===== src/rtl/fetch_pkg.sv =====
// Package: fetch_pkg
// Shared types for the fetch sequencer.
//   fs_state_t : sequencer FSM states (IDLE, RUN, DONE)
//   pc_sel_t   : which source feeds the next program counter
package fetch_pkg;

  typedef enum logic [1:0] {
    IDLE = 2'd0,
    RUN  = 2'd1,
    DONE = 2'd2
  } fs_state_t;

  typedef enum logic [2:0] {
    SEL_HOLD  = 3'd0,  // PC keeps its value
    SEL_START = 3'd1,  // program (re)start
    SEL_RET   = 3'd2,  // return from call
    SEL_CALL  = 3'd3,  // call to target
    SEL_ABS   = 3'd4,  // absolute jump
    SEL_REL   = 3'd5,  // relative branch
    SEL_INC   = 3'd6   // sequential PC+1
  } pc_sel_t;

  // Fixed branch priority: ret > call > abs > rel > increment.
  function automatic pc_sel_t pick_sel(input logic ret_en, input logic call_en,
                                       input logic abs_en, input logic rel_en);
    if (ret_en)       return SEL_RET;
    else if (call_en) return SEL_CALL;
    else if (abs_en)  return SEL_ABS;
    else if (rel_en)  return SEL_REL;
    else              return SEL_INC;
  endfunction

endpackage


===== src/rtl/ret_stack.sv =====
// Module: ret_stack
// Hardware return-address LIFO, built as a shift register with entry 0 as
// the top of stack, so the top is always available without a read port.
// Ports:
//   clk, reset     clock, asynchronous active-low reset
//   clr            empty the stack (contents become don't-care)
//   push, din      push din onto the stack (ignored when full)
//   pop            discard the top entry (ignored when empty)
//   top            current top-of-stack value
//   full, empty    occupancy status
// push and pop are never asserted together by the parent.
module ret_stack #(
  parameter int W     = 10,
  parameter int DEPTH = 4
) (
  input  logic         clk,
  input  logic         reset,
  input  logic         clr,
  input  logic         push,
  input  logic         pop,
  input  logic [W-1:0] din,
  output logic [W-1:0] top,
  output logic         full,
  output logic         empty
);

  localparam int CW = $clog2(DEPTH + 1);

  logic [CW-1:0] count_reg;
  logic          do_push;
  logic          do_pop;

  assign full    = (count_reg == CW'(DEPTH));
  assign empty   = (count_reg == '0);
  assign do_push = push && !full && !clr;
  assign do_pop  = pop && !empty && !clr;

  genvar gi;
  generate
    for (gi = 0; gi < DEPTH; gi++) begin : g_ent
      logic [W-1:0] ent_reg;
      logic [W-1:0] above;   // value shifted in on push
      logic [W-1:0] below;   // value shifted in on pop

      if (gi == 0) begin : g_first
        assign above = din;
      end else begin : g_rest
        assign above = g_ent[gi-1].ent_reg;
      end

      if (gi == DEPTH - 1) begin : g_last
        assign below = '0;
      end else begin : g_mid
        assign below = g_ent[gi+1].ent_reg;
      end

      always_ff @(posedge clk or negedge reset) begin
        if (!reset) begin
          ent_reg <= '0;
        end else if (do_push) begin
          ent_reg <= above;
        end else if (do_pop) begin
          ent_reg <= below;
        end
      end
    end
  endgenerate

  assign top = g_ent[0].ent_reg;

  always_ff @(posedge clk or negedge reset) begin
    if (!reset) begin
      count_reg <= '0;
    end else if (clr) begin
      count_reg <= '0;
    end else if (do_push) begin
      count_reg <= count_reg + CW'(1);
    end else if (do_pop) begin
      count_reg <= count_reg - CW'(1);
    end
  end

endmodule


===== src/rtl/fetch_sequencer.sv =====
// Module: fetch_sequencer
// Program-counter sequencer with start/done handshake, absolute and
// relative branches, call/return through a hardware return stack, and stall.
// Ports:
//   clk, reset            clock, asynchronous active-low reset
//   req                   start request (acted on in IDLE/DONE only)
//   stall                 freeze PC, stack and flags (RUN only)
//   absjump_en, target    absolute jump to target
//   reljump_en, offset    PC-relative branch by signed offset
//   call_en               push PC+1 and jump to target
//   ret_en                pop return address into PC
//   prog_ctr              current PC (registered)
//   running, done         state indicators, mutually exclusive
//   stack_ovf, stack_unf  sticky call-overflow / ret-underflow flags
module fetch_sequencer
  import fetch_pkg::*;
#(
  parameter int D         = 10,
  parameter int O         = 8,
  parameter int SD        = 4,
  parameter int START     = 0,
  parameter int HALT_ADDR = 128
) (
  input  logic         clk,
  input  logic         reset,
  input  logic         req,
  input  logic         stall,
  input  logic         absjump_en,
  input  logic [D-1:0] target,
  input  logic         reljump_en,
  input  logic [O-1:0] offset,
  input  logic         call_en,
  input  logic         ret_en,
  output logic [D-1:0] prog_ctr,
  output logic         running,
  output logic         done,
  output logic         stack_ovf,
  output logic         stack_unf
);

  fs_state_t    state_reg, state_next;
  logic [D-1:0] pc_reg, pc_next;
  logic         ovf_reg, ovf_next;
  logic         unf_reg, unf_next;

  pc_sel_t      sel;
  logic [D-1:0] pc_cand;
  logic [D-1:0] pc_inc;
  logic [D-1:0] off_sext;

  logic         stk_push;
  logic         stk_pop;
  logic         stk_clr;
  logic [D-1:0] stk_top;
  logic         stk_full;
  logic         stk_empty;

  // Arithmetic is naturally modulo 2**D because everything is D bits wide.
  assign pc_inc   = pc_reg + D'(1);
  assign off_sext = D'($signed(offset));

  ret_stack #(
    .W     (D),
    .DEPTH (SD)
  ) u_ret_stack (
    .clk   (clk),
    .reset (reset),
    .clr   (stk_clr),
    .push  (stk_push),
    .pop   (stk_pop),
    .din   (pc_inc),
    .top   (stk_top),
    .full  (stk_full),
    .empty (stk_empty)
  );

  always_ff @(posedge clk or negedge reset) begin
    if (!reset) begin
      state_reg <= IDLE;
      pc_reg    <= '0;
      ovf_reg   <= 1'b0;
      unf_reg   <= 1'b0;
    end else begin
      state_reg <= state_next;
      pc_reg    <= pc_next;
      ovf_reg   <= ovf_next;
      unf_reg   <= unf_next;
    end
  end

  always_comb begin
    state_next = state_reg;
    pc_next    = pc_reg;
    ovf_next   = ovf_reg;
    unf_next   = unf_reg;
    stk_push   = 1'b0;
    stk_pop    = 1'b0;
    stk_clr    = 1'b0;
    sel        = SEL_HOLD;
    pc_cand    = pc_reg;

    case (state_reg)
      IDLE, DONE: begin
        // A restart wipes every trace of the previous program run.
        if (req) begin
          sel      = SEL_START;
          stk_clr  = 1'b1;
          ovf_next = 1'b0;
          unf_next = 1'b0;
        end
      end
      RUN: begin
        if (!stall) begin
          sel = pick_sel(ret_en, call_en, absjump_en, reljump_en);
        end
      end
      default: begin
        state_next = IDLE;
      end
    endcase

    case (sel)
      SEL_START: pc_cand = D'(START);
      SEL_RET: begin
        if (stk_empty) begin
          // Underflowing return falls through to the next instruction.
          pc_cand  = pc_inc;
          unf_next = 1'b1;
        end else begin
          pc_cand  = stk_top;
          stk_pop  = 1'b1;
        end
      end
      SEL_CALL: begin
        pc_cand = target;
        if (stk_full) begin
          ovf_next = 1'b1;
        end else begin
          stk_push = 1'b1;
        end
      end
      SEL_ABS:  pc_cand = target;
      SEL_REL:  pc_cand = pc_reg + off_sext;
      SEL_INC:  pc_cand = pc_inc;
      default:  pc_cand = pc_reg;
    endcase

    // Any PC update (including a restart) that lands on HALT_ADDR ends the
    // program on the same edge.
    if (sel != SEL_HOLD) begin
      pc_next    = pc_cand;
      state_next = (pc_cand == D'(HALT_ADDR)) ? DONE : RUN;
    end
  end

  assign prog_ctr  = pc_reg;
  assign running   = (state_reg == RUN);
  assign done      = (state_reg == DONE);
  assign stack_ovf = ovf_reg;
  assign stack_unf = unf_reg;

endmodule


===== config.mk =====
export PLATFORM = sky130hd
export DESIGN_NAME = fetch_sequencer
export DESIGN_NICKNAME = d
export VERILOG_FILES = /design/src/rtl/fetch_pkg.sv /design/src/rtl/ret_stack.sv /design/src/rtl/fetch_sequencer.sv
export SDC_FILE = /design/constraint.sdc
export NUM_CORES = 1
export LEC_CHECK = 0
export CORE_ASPECT_RATIO = 1.2
export CORE_UTILIZATION = 61
export DETAILED_ROUTE_END_ITERATION = 10
export PLACE_DENSITY = 0.93
export SLEW_MARGIN = 5
export SYNTH_ARGS = -nofsm -noshare
export SYNTH_HDL_FRONTEND = slang
export SYNTH_SLANG_ARGS = --single-unit

===== constraint.sdc =====
create_clock -name clk -period 5.55 [get_ports clk]
set_clock_uncertainty 0.05 [all_clocks]
set_input_delay 0.8325 -clock clk [delete_from_list [all_inputs] [get_ports clk]]
set_output_delay 0.8325 -clock clk [all_outputs]
set_load 0.05 [all_outputs]

==> results.md <==
- The tool flagged a number of max-cap violations equal to 0.
- The remaining max-slew budget at the tightest pin is 51.4%.
- The flip-flop and latch count after synthesis is 57.
- The area added between synthesis and finish is 16.4%.
- The endpoint identified for the worst register-to-register timing path is state_reg[0].
- The overall via count from detail_route is 3,176.
- Clock-pin slew was measured on the worst setup and hold paths at 0.06 ns.
- In this run the worst setup path begins at stall.
- Of the total power, combinational logic draws 46.4%.
- The first detailed-routing pass took 5 iterations.
- The repair_antennas step left the layout with diodes totalling 0.
- The critical path is of the in2reg type.
- The dominant synthesized flop cell is sky130_fd_sc_hd__dfrtp_1.
- The standard-cell row count is 29.
- The layout cell share with drive strength beyond 1 is 7.62%.
- Cell internal power was estimated by the tool at 1.17 mW.
- In this run, synthesis inferred 0 flip-flops with an integrated enable.
- Across all hold checks on the routed design, the worst slack comes to 0.460 ns.
- After synthesis, the most frequently instantiated cells are 69 x sky130_fd_sc_hd__nand2_1, 57 x sky130_fd_sc_hd__dfrtp_1, 39 x sky130_fd_sc_hd__o21ai_0.
- Using the TritonRoute via totals, the vias-per-cell ratio works out to 6.59.
- The worst register-to-register path begins at state_reg[0].
- Pin placement for this block handled 40 I/O pins.
- Counting distinct cell types in the post-synthesis netlist gives 56.
- The pin count of the biggest net entering global routing is 73.
- Net switching is 45.7% of the power.
- The layout net count is 454.
- The share of total power dissipated in the clock network is 17.3%.
- The net load switching power is 0.980 mW.
- The post-route DRC violation count is 0.
- The count of warnings emitted by yosys is 0.
- The cell count after placement is 467.
- The clock reaches the later pin of the worst-skew pair after 0.34 ns.
- Setup repair after global routing left no endpoint under its margin.
- The register-to-register path setup slack is 2.40 ns.
- The synthesized instance count is 381.
- The die outline height is 84.6 um.
- The register area share after synthesis is 41.1%.
- Sequential cells account for 36.3% of the total power.
- The count of buffers added by post-CTS timing repair for setup is 0.
- The fmax is 281 MHz.
- The final number of setup-violating endpoints is 0.
- The number of buffers inserted for hold repair after clock tree synthesis is 0.
- Ranked by total cell area, the synthesized netlist is headed by sky130_fd_sc_hd__dfrtp_1 41%, sky130_fd_sc_hd__nand2_1 7.5%, sky130_fd_sc_hd__mux2i_1 6.9%.
- The first-pass GRT wire length is 15,100 um.
- After global routing the overflow that remains totals 0.
- In the final timing run, aggregate negative setup slack is 0 ns.
- The via count of the first global-routing pass came to 3,092.
- The congestion estimate from routability-driven global placement came to 0.946.
- Global routing used 51.8% of the available met2 tracks.
- Once detail routing completed, the nets flagged for antenna violations numbered 0.
- The number of port buffers is 39.
- The floorplan step set the die width to 70.8 um.
- STA puts the critical path data required time at 5.71 ns.
- The worst-margin pin slew is 0.729 ns.
- The core box area is 5370 um2.
- Synthesis produced a netlist with a net count of 419.
- The flow ran to the end, and the final reports show no timing, DRC or antenna violations.
- The maximum vdd drop is 0.417 mV.
- The detailed-route wire length per cell is 18.6 um.
- For met3 alone, demand over resource in global routing was 4.44%.
- Among all cell types in the netlist, the one instantiated most often is sky130_fd_sc_hd__nand2_1.
- The leakage power summed over all cells is 1.67 nW.
- After the first detailed-routing iteration, the DRC count stood at 381.
- The worst setup path is captured at a flip-flop.
- For the worst flop-to-flop path, the logic depth is 8.
- The areal power density over the cells is 531 nW/um2.
- The most crowded layer after global routing is met2.
- The share of flip-flops with an asynchronous set or reset after synthesis is 100%.
- The average instance in the mapped netlist occupies 9.11 um2.
- The minimum clock period is 3.56 ns.
- The number of flip-flops in the largest register is 30.
- The path class of the tightest hold or removal check is reg2reg.
- The number of clock sinks seen by CTS is 57.
- The total track usage is 32.3%.
- The initial utilization of the core area, before any placement, comes to 64.6%.
- The biggest area contributor in the post-synthesis netlist is sky130_fd_sc_hd__dfrtp_1.
- In this run the worst path has a maximum fanout of 13.
- After layout, the design draws a total of 2.15 mW.
- The share of the cycle needed by the critical path after routing is 64.1%.
- The critical path endpoint is state_reg[0].
- The total half-perimeter wirelength after legalization and detailed placement is 6130 um.
- The max-slew violation count is 0.
- The final routed wirelength across all metal layers is 8960 um.
- STA classifies the critical path startpoint as an input port.
- The longest clock path from root to sink contains 2 buffers.
- The number of hold violations in the final report is 0.
- The H-tree was split into 3 levels.
- The number of cells in the finished layout apart from fillers is 482.
- For this run, global-route usage on met1 was measured as 41.7%.
- The summed instance area of the synthesized netlist is 3470 um2.
- CTS placed an instance of sky130_fd_sc_hd__clkbuf_8 at the clock tree root.
- The share of the synthesized area in the top cell type is 41.1%.
- The number of cells upsized or downsized after cts is 0.
- The initial antenna violation count was 0.
- The data arrival time of the worst path is 3.72 ns.
- The number of buffers created by CTS is 9.
- The total die area is 5990 um2.
- The CTS tree is built.
## layer usage
| layer | share of wire, % | vias to the layer above |
|---|---|---|
| met5 | 0 | - |
| met4 | 4.7 | 0 |
| met3 | 6.1 | 44 |
| met2 | 48 | 164 |
| met1 | 41 | 1532 |
| li1 | - | 1436 |
## per-stage QoR
step | area [um2] | worst slack [ns] | util [%]
6_report | 4040 | 1.99 | 75.2
5_1_grt | 4040 | 1.74 | 75.2
4_1_cts | 4040 | 2.03 | 75.2
3_5_place_dp | 3860 | 1.66 | 71.9
3_3_place_gp | 3860 | 1.78 | 71.9
2_1_floorplan | 3470 | 2.63 | -
## power by group through the flow
stage                     Combinational, mW  Clock, mW  Sequential [mW]
final                                 0.995      0.372            0.778
after global routing                   1.08      0.387            0.795
after CTS                             0.985      0.369            0.769
after detailed placement              0.972          0            0.772
after global placement                0.930          0            0.760
after floorplan                       0.577          0            0.863
## cell usage in the layout (no fill, tap or decap), types with 4 or more instances in the layout
master / count
sky130_fd_sc_hd__a221o_1: 4
sky130_fd_sc_hd__inv_1: 6
sky130_fd_sc_hd__clkbuf_8: 9
sky130_fd_sc_hd__nand4_1: 5
sky130_fd_sc_hd__clkdlybuf4s50_1: 38
sky130_fd_sc_hd__xnor2_1: 7
sky130_fd_sc_hd__a221oi_1: 4
sky130_fd_sc_hd__nand3_1: 8
sky130_fd_sc_hd__dfrtp_1: 57
sky130_fd_sc_hd__mux2i_1: 24
sky130_fd_sc_hd__nor2_1: 27
sky130_fd_sc_hd__nor3_1: 6
sky130_fd_sc_hd__o21a_1: 4
sky130_fd_sc_hd__nor2b_1: 5
sky130_fd_sc_hd__and3_1: 8
sky130_fd_sc_hd__a21oi_1: 18
sky130_fd_sc_hd__ha_1: 10
sky130_fd_sc_hd__a31oi_1: 7
sky130_fd_sc_hd__xor2_1: 5
sky130_fd_sc_hd__nand2_1: 69
sky130_fd_sc_hd__o21ai_0: 39
## how the worst min path moves through the flow
stage	start	end	slack, ns	cells after the start
after global routing	stack_ovf	stack_ovf	0.48	1
final	u_ret_stack.g_ent[0].below[2]	u_ret_stack.g_ent[1].below[2]	0.46	2
after CTS	u_ret_stack.g_ent[0].below[0]	u_ret_stack.g_ent[1].below[0]	0.46	2
after global placement	u_ret_stack.g_ent[0].below[6]	u_ret_stack.g_ent[1].below[6]	0.43	2
after detailed placement	stack_ovf	stack_ovf	0.45	1
after floorplan	u_ret_stack.g_ent[0].below[1]	u_ret_stack.g_ent[1].below[1]	0.42	2
## worst max-delay path, stage by stage
cell and delay, ns:
sky130_fd_sc_hd__clkdlybuf4s50_1 0.44, sky130_fd_sc_hd__nor3b_2 0.61, sky130_fd_sc_hd__nor2_1 0.35, sky130_fd_sc_hd__a221oi_1 0.39
sky130_fd_sc_hd__o221ai_2 0.17, sky130_fd_sc_hd__nor4_2 0.33, sky130_fd_sc_hd__nand3b_1 0.15, sky130_fd_sc_hd__a2111oi_2 0.36
sky130_fd_sc_hd__nor2_1 0.10
## cell type report
class	instances	area, um2
Tap cell	62	77.6
Sequential cell	57	1430
Clock inverter	4	45.0
Clock buffer	11	131
Multi-Input combinational cell	299	1930
Timing Repair Buffer	42	408
Inverter	7	26.3
Fill cell	379	1330
## cells by family (layout without fill, tap and decap cells)
family	after synthesis	after routing	synth area share (%)
buffers and inverters	25	64	3.43
flip-flops	57	57	41.1
AO/OA/AOI/OAI	100	100	19.5
multiplexers	24	24	6.92
AND/OR/NAND/NOR	151	151	21.2
XOR/XNOR	12	12	3.03
adder cells (fa/ha/maj)	12	12	4.76
(Power assumes the default switching activity.)
